===== src/rtl/fwd_hazard_unit.sv =====
// Operand forwarding and hazard detection for the decode/issue stage. It
// searches a set of downstream stages, tracks long-latency writes and counts stalls.
module fwd_hazard_unit #(
    parameter int NSRC = 2,
    parameter int NSTG = 3,
    parameter int RAW  = 5,
    parameter int DW   = 32,
    parameter int CNTW = 2,
    parameter int WDOG = 64
) (
    input  logic                                  CLK,
    input  logic                                  RST,
    input  logic [NSRC*RAW-1:0]                   src_reg,
    input  logic [NSTG*RAW-1:0]                   stg_dst,
    input  logic [NSTG-1:0]                       stg_wen,
    input  logic [NSTG-1:0]                       stg_rdy,
    input  logic [NSTG*DW-1:0]                    stg_data,
    input  logic                                  iss_v,
    input  logic [RAW-1:0]                        iss_dst,
    output logic                                  iss_ready,
    input  logic                                  done_v,
    input  logic [RAW-1:0]                        done_dst,
    output logic [NSRC*$clog2(NSTG+1)-1:0]        fwd_sel,
    output logic [NSRC*DW-1:0]                    fwd_data,
    output logic                                  stall,
    output logic [31:0]                           stall_cnt,
    output logic                                  deadlock,
    output logic                                  sb_err
);

    localparam int SELW = $clog2(NSTG + 1);
    localparam int NREG = 2 ** RAW;
    localparam int WDW  = $clog2(WDOG + 1);
    localparam logic [CNTW-1:0] BUSY_MAX = '1;

    logic [CNTW-1:0] r_busy      [NREG];
    logic [CNTW-1:0] w_busy_next [NREG];
    logic [NSRC-1:0] w_op_hz;
    logic [NSRC-1:0] w_sb_hz;
    logic            w_done_same;
    logic            w_iss_inc;
    logic            w_done_dec;
    logic            w_sb_err_set;
    logic            w_stall;
    logic [31:0]     r_stall_cnt;
    logic [WDW-1:0]  r_wdog;
    logic            r_deadlock;
    logic            r_sb_err;

    genvar gi;

    // Per-operand resolution: the youngest matching stage wins, even when it is not ready.
    generate
        for (gi = 0; gi < NSRC; gi++) begin : g_src
            logic [RAW-1:0]  w_src;
            logic [SELW-1:0] w_sel;
            logic [DW-1:0]   w_data;
            logic            w_hz;
            logic            w_found;

            assign w_src = src_reg[gi*RAW +: RAW];

            always_comb begin
                w_sel   = '0;
                w_data  = '0;
                w_hz    = 1'b0;
                w_found = 1'b0;
                if (w_src != '0) begin
                    for (int i = 0; i < NSTG; i++) begin
                        if (!w_found && stg_wen[i] && (stg_dst[i*RAW +: RAW] == w_src)) begin
                            w_found = 1'b1;
                            if (stg_rdy[i]) begin
                                w_sel  = SELW'(i + 1);
                                w_data = stg_data[i*DW +: DW];
                            end else begin
                                w_hz = 1'b1;
                            end
                        end
                    end
                end
            end

            assign fwd_sel[gi*SELW +: SELW] = w_sel;
            assign fwd_data[gi*DW +: DW]    = w_data;
            assign w_op_hz[gi]              = w_hz;
            assign w_sb_hz[gi]              = (w_src != '0) && (r_busy[w_src] != '0);
        end
    endgenerate

    // A same-cycle writeback frees a slot, so a saturated counter can still accept an issue.
    assign w_done_same  = done_v && (done_dst == iss_dst);
    assign iss_ready    = !((r_busy[iss_dst] == BUSY_MAX) && !w_done_same);
    assign w_iss_inc    = iss_v && iss_ready && (iss_dst != '0);
    assign w_done_dec   = done_v && (done_dst != '0);
    assign w_sb_err_set = w_done_dec && (r_busy[done_dst] == '0)
                          && !(w_iss_inc && (iss_dst == done_dst));

    generate
        for (gi = 0; gi < NREG; gi++) begin : g_busy
            if (gi == 0) begin : g_zero
                assign w_busy_next[gi] = '0;
            end else begin : g_reg
                logic w_inc;
                logic w_dec;
                assign w_inc = w_iss_inc && (iss_dst == RAW'(gi));
                assign w_dec = w_done_dec && (done_dst == RAW'(gi));
                assign w_busy_next[gi] =
                    (w_inc && !w_dec)                         ? r_busy[gi] + 1'b1 :
                    (w_dec && !w_inc && (r_busy[gi] != '0))   ? r_busy[gi] - 1'b1 :
                                                                r_busy[gi];
            end
        end
    endgenerate

    assign w_stall = (|w_op_hz) || (|w_sb_hz) || (iss_v && !iss_ready);

    always_ff @(posedge CLK) begin
        if (RST) begin
            for (int r = 0; r < NREG; r++) begin
                r_busy[r] <= '0;
            end
            r_stall_cnt <= '0;
            r_wdog      <= '0;
            r_deadlock  <= 1'b0;
            r_sb_err    <= 1'b0;
        end else begin
            for (int r = 0; r < NREG; r++) begin
                r_busy[r] <= w_busy_next[r];
            end
            if (w_sb_err_set) begin
                r_sb_err <= 1'b1;
            end
            if (w_stall && (r_stall_cnt != '1)) begin
                r_stall_cnt <= r_stall_cnt + 32'd1;
            end
            // Watchdog counts consecutive stalls and saturates at its threshold.
            if (!w_stall) begin
                r_wdog <= '0;
            end else if (r_wdog != WDW'(WDOG)) begin
                r_wdog <= r_wdog + 1'b1;
            end
            if (w_stall && (r_wdog == WDW'(WDOG - 1))) begin
                r_deadlock <= 1'b1;
            end
        end
    end

    assign stall     = w_stall;
    assign stall_cnt = r_stall_cnt;
    assign deadlock  = r_deadlock;
    assign sb_err    = r_sb_err;

endmodule

===== config.mk =====
export PLATFORM = sky130hd
export DESIGN_NAME = fwd_hazard_unit
export DESIGN_NICKNAME = d
export VERILOG_FILES = /design/src/rtl/fwd_hazard_unit.sv
export SDC_FILE = /design/constraint.sdc
export NUM_CORES = 1
export LEC_CHECK = 0
export ABC_AREA = 1
export BUFFER_PORTS_ARGS = -buffer_cell sky130_fd_sc_hd__buf_2
export CORE_MARGIN = 4
export CORE_UTILIZATION = 55
export CTS_BUF_LIST = sky130_fd_sc_hd__clkbuf_16
export DETAILED_ROUTE_END_ITERATION = 10
export PLACE_DENSITY = 0.79
export SYNTH_ARGS = -nofsm -noshare
export SYNTH_HDL_FRONTEND = slang
export SYNTH_SLANG_ARGS = --single-unit

===== constraint.sdc =====
create_clock -name CLK -period 2.6 [get_ports CLK]
set_input_delay 0.13 -clock CLK [delete_from_list [all_inputs] [get_ports CLK]]
set_output_delay 0.13 -clock CLK [all_outputs]
set_load 0.02 [all_outputs]

==> reports/metrics.yaml <==
outcome:
  outcome: "finished clean"
drt:
  route.detailed.drc: 0
  drtPass1Iterations: 8
  drt-vias-per-instance: 5.79
  num_vias: 14900
  postRouteWirelength_um: 44800
  final_antenna_net_count: 0
  post_drt_wl_per_cell_um: 17.5
  drt_iter0_markers: 1599
global_route:
  global_route.usage.total: 0.383
  grt_pass1_vias: 13400
  grt-ovfl-total: 0
  grt_antenna_before_repair: 1
  first_pass_grt_wire_length_um: 69300
  largest_net_degree_at_the_start_of_global_routing: 60
synth:
  synth_enable_flop_cells: 0
  syn_nets: 2212
  postSynthRegisterBits: 103
  synth-seq-area-share: 0.186
  post_synth_design_cell_area_mm2: 0.0111
  yosys_warnings: 0
  netlist.top_cell.by_area: "sky130_fd_sc_hd__nand2_1"
  synthMostInstantiatedCell: "sky130_fd_sc_hd__nand2_1"
  synth.top_cell.area_share: 0.204
  postSynthAreaPerCell_um2: 5.36
  post_synth_cell_types: 41
  synthFlopType: "sky130_fd_sc_hd__dfxtp_1"
  yosys-top-cells-area: "sky130_fd_sc_hd__nand2_1, sky130_fd_sc_hd__dfxtp_1, sky130_fd_sc_hd__nor2_1"
  synth_cells: 2068
  synth_cell_count_leaders: "sky130_fd_sc_hd__nand2_1, sky130_fd_sc_hd__nor2_1, sky130_fd_sc_hd__inv_1"
  synth-async-reset-ratio: 0
pwr:
  p_per_area_mw_per_mm2: 318
  power.leakage_nw: 6.67
  total_power_mw: 4.15
  max_ir_drop_vdd_v: 0.000422
timing:
  hold_viol_final: 0
  timing_max_transition_violations_final: 0
  fin_worst_hold_slack_ps: 239
  tightest_slew_ps: 715
  layout_min_cycle_time_ps: 2480
  fin_crit_sh: 0.953
  finalSetupViolations: 0
  fmax_ghz: 0.404
  finClkSkew_ps: 12.0
  setup-tns-final_ps: 0
  rsz_0062_raised_after_global_routing: "false"
  worst_slew_margin_rel: 0.522
place:
  numPlacedInstances: 2545
  place.gp.congestion: 1.13
  dpl_cell_area_mm2: 0.0127
  placement.io_buffers: 244
  dp_hpwl_um: 33900
critical_path:
  critical_path_required_ps: 2470
  cpMaxStageDelayCell: "sky130_fd_sc_hd__dfxtp_1"
  cp.arrival_ps: 2350
  worst-setup-path-type: "register to output port"
  setup.worst_path.start_class: "register"
  cp-end-kind: "output port"
  path_common_cell: "sky130_fd_sc_hd__nand2_1"
  cpPeakStageDelay_ps: 560
  cp_max_fo: 33
  crit_chain: "nand2_1 -> nand2_1 -> nand2_1 -> nand2_1 -> nand2_1 -> nand2_1 -> clkinv_1 -> nand2_1 -> nand3_1 -> nand2_2 -> nand3_2 -> nand2_2 -> buf_12 -> buf_2"
clocking:
  post_cts.repair.setup_buffers: 0
  post_cts_hold_buffer_count: 0
  cts_num_sinks: 103
  clkSlewWorstSetupHoldPaths_ps: 80
  post_cts.resized_instances: 2
  cts-root-buf: "sky130_fd_sc_hd__clkbuf_16"
  cts_max_path_buffers: 2
  htree_num_levels: 3
  worst_skew_pair.late_latency_ps: 360
  cts_inserted_buffers: 9
  tritoncts: "built"
final_layout:
  area_delta_synth_final_pct: 17.8
  fraction_of_final_layout_cells_with_drive_strength_greater_than_1: 0.161
  finish.instance_area_mm2: 0.0131
  final_cells: 2564
  finalNetCount: 2435
floorplanning:
  core_mm2: 0.0197
  vert_die_dim_um: 150
  rows: 51
  initial_cell_density_of_the_core: 0.564
  floorplan.die_area_mm2: 0.0225
  die_width_um: 150
  pin_count: 245
worst_hold_path:
  hold_path.class: "input port to register"
run:
  max_cap_viols: 0
## cell families after synthesis
kind of cell,share of synthesized area
buffers and inverters,0.141
AOI/OAI and AO/OA,0.190
adders and majority gates,0.00338
DFF,0.186
xor gates and xnor gates,0.0284
and+or+nand+nor,0.452
## final cells by class
class | instances | area, µm²
Multi-Input combinational cell | 1582 | 7490
Fill cell | 1916 | 6580
Sequential cell | 103 | 2070
Timing Repair Buffer | 307 | 1790
Inverter | 288 | 1080
Tap cell | 265 | 332
Clock buffer | 9 | 225
Clock inverter | 7 | 73.8
Antenna cell | 3 | 7.51
## registers in the layout (all words and copies together), names as in the netlist
name and cells:
deadlock 1, stall_cnt 32, r_busy 62, r_wdog 7, sb_err 1
## power breakdown
part	leakage [nW]	switching, mW	internal, mW
Sequential	0.834	0.0242	1.60
Combinational	5.70	0.754	0.369
Clock	0.140	0.726	0.682
Total	6.67	1.50	2.65
## worst paths after layout
check,start,endpoint,slack (ps),depth (start not counted)
hold reg to reg,sb_err,sb_err,460,2
setup / recovery,r_busy[14][0],stall,120,14
hold / removal,iss_v,r_busy[2][1],240,5
setup reg to reg,stall_cnt[4],stall_cnt[23],210,10
## cell usage in the layout, fill, tap and decap left out, types with 9 or more instances in the layout
| cell type | synthesis | layout |
|---|---|---|
| sky130_fd_sc_hd__o21ai_0 | 79 | 78 |
| sky130_fd_sc_hd__dfxtp_1 | 103 | 97 |
| sky130_fd_sc_hd__nor2_1 | 297 | 294 |
| sky130_fd_sc_hd__clkbuf_16 | 0 | 9 |
| sky130_fd_sc_hd__o21ai_1 | 10 | 11 |
| sky130_fd_sc_hd__nand3_1 | 187 | 186 |
| sky130_fd_sc_hd__o211ai_1 | 39 | 39 |
| sky130_fd_sc_hd__buf_2 | 28 | 244 |
| sky130_fd_sc_hd__inv_2 | 13 | 16 |
| sky130_fd_sc_hd__o221ai_1 | 19 | 19 |
| sky130_fd_sc_hd__a21oi_1 | 149 | 149 |
| sky130_fd_sc_hd__nand4_1 | 34 | 34 |
| sky130_fd_sc_hd__nand2_1 | 604 | 604 |
| sky130_fd_sc_hd__nor3_1 | 46 | 45 |
| sky130_fd_sc_hd__buf_4 | 14 | 55 |
| sky130_fd_sc_hd__inv_1 | 269 | 265 |
| sky130_fd_sc_hd__xor2_1 | 33 | 33 |
| sky130_fd_sc_hd__a221o_1 | 28 | 28 |
## routing by layer
| metal | GRT usage | vias to the layer above | routed length (µm) |
|---|---|---|---|
| li1 | - | 7161 | - |
| met1 | 0.498 | 6560 | 17300 |
| met2 | 0.602 | 981 | 19600 |
| met3 | 0.0790 | 154 | 5600 |
| met4 | 0.189 | 0 | 2290 |
| met5 | 0 | - | 0 |
## critical path: cells and delay by family (launching register included)
family | cells | cell delay (ps)
DFF | 1 | 560
and+or+nand+nor | 11 | 960
buffers and inverters | 3 | 440
## per-stage QoR
stage,utilization,setup WS [ps]
after floorplan,-,457
after global placement,0.648,150
after detailed placement,0.648,95.8
after CTS,0.663,13.1
after global routing,0.665,13.1
final,0.665,123
Power figures use the tool's default switching activity.
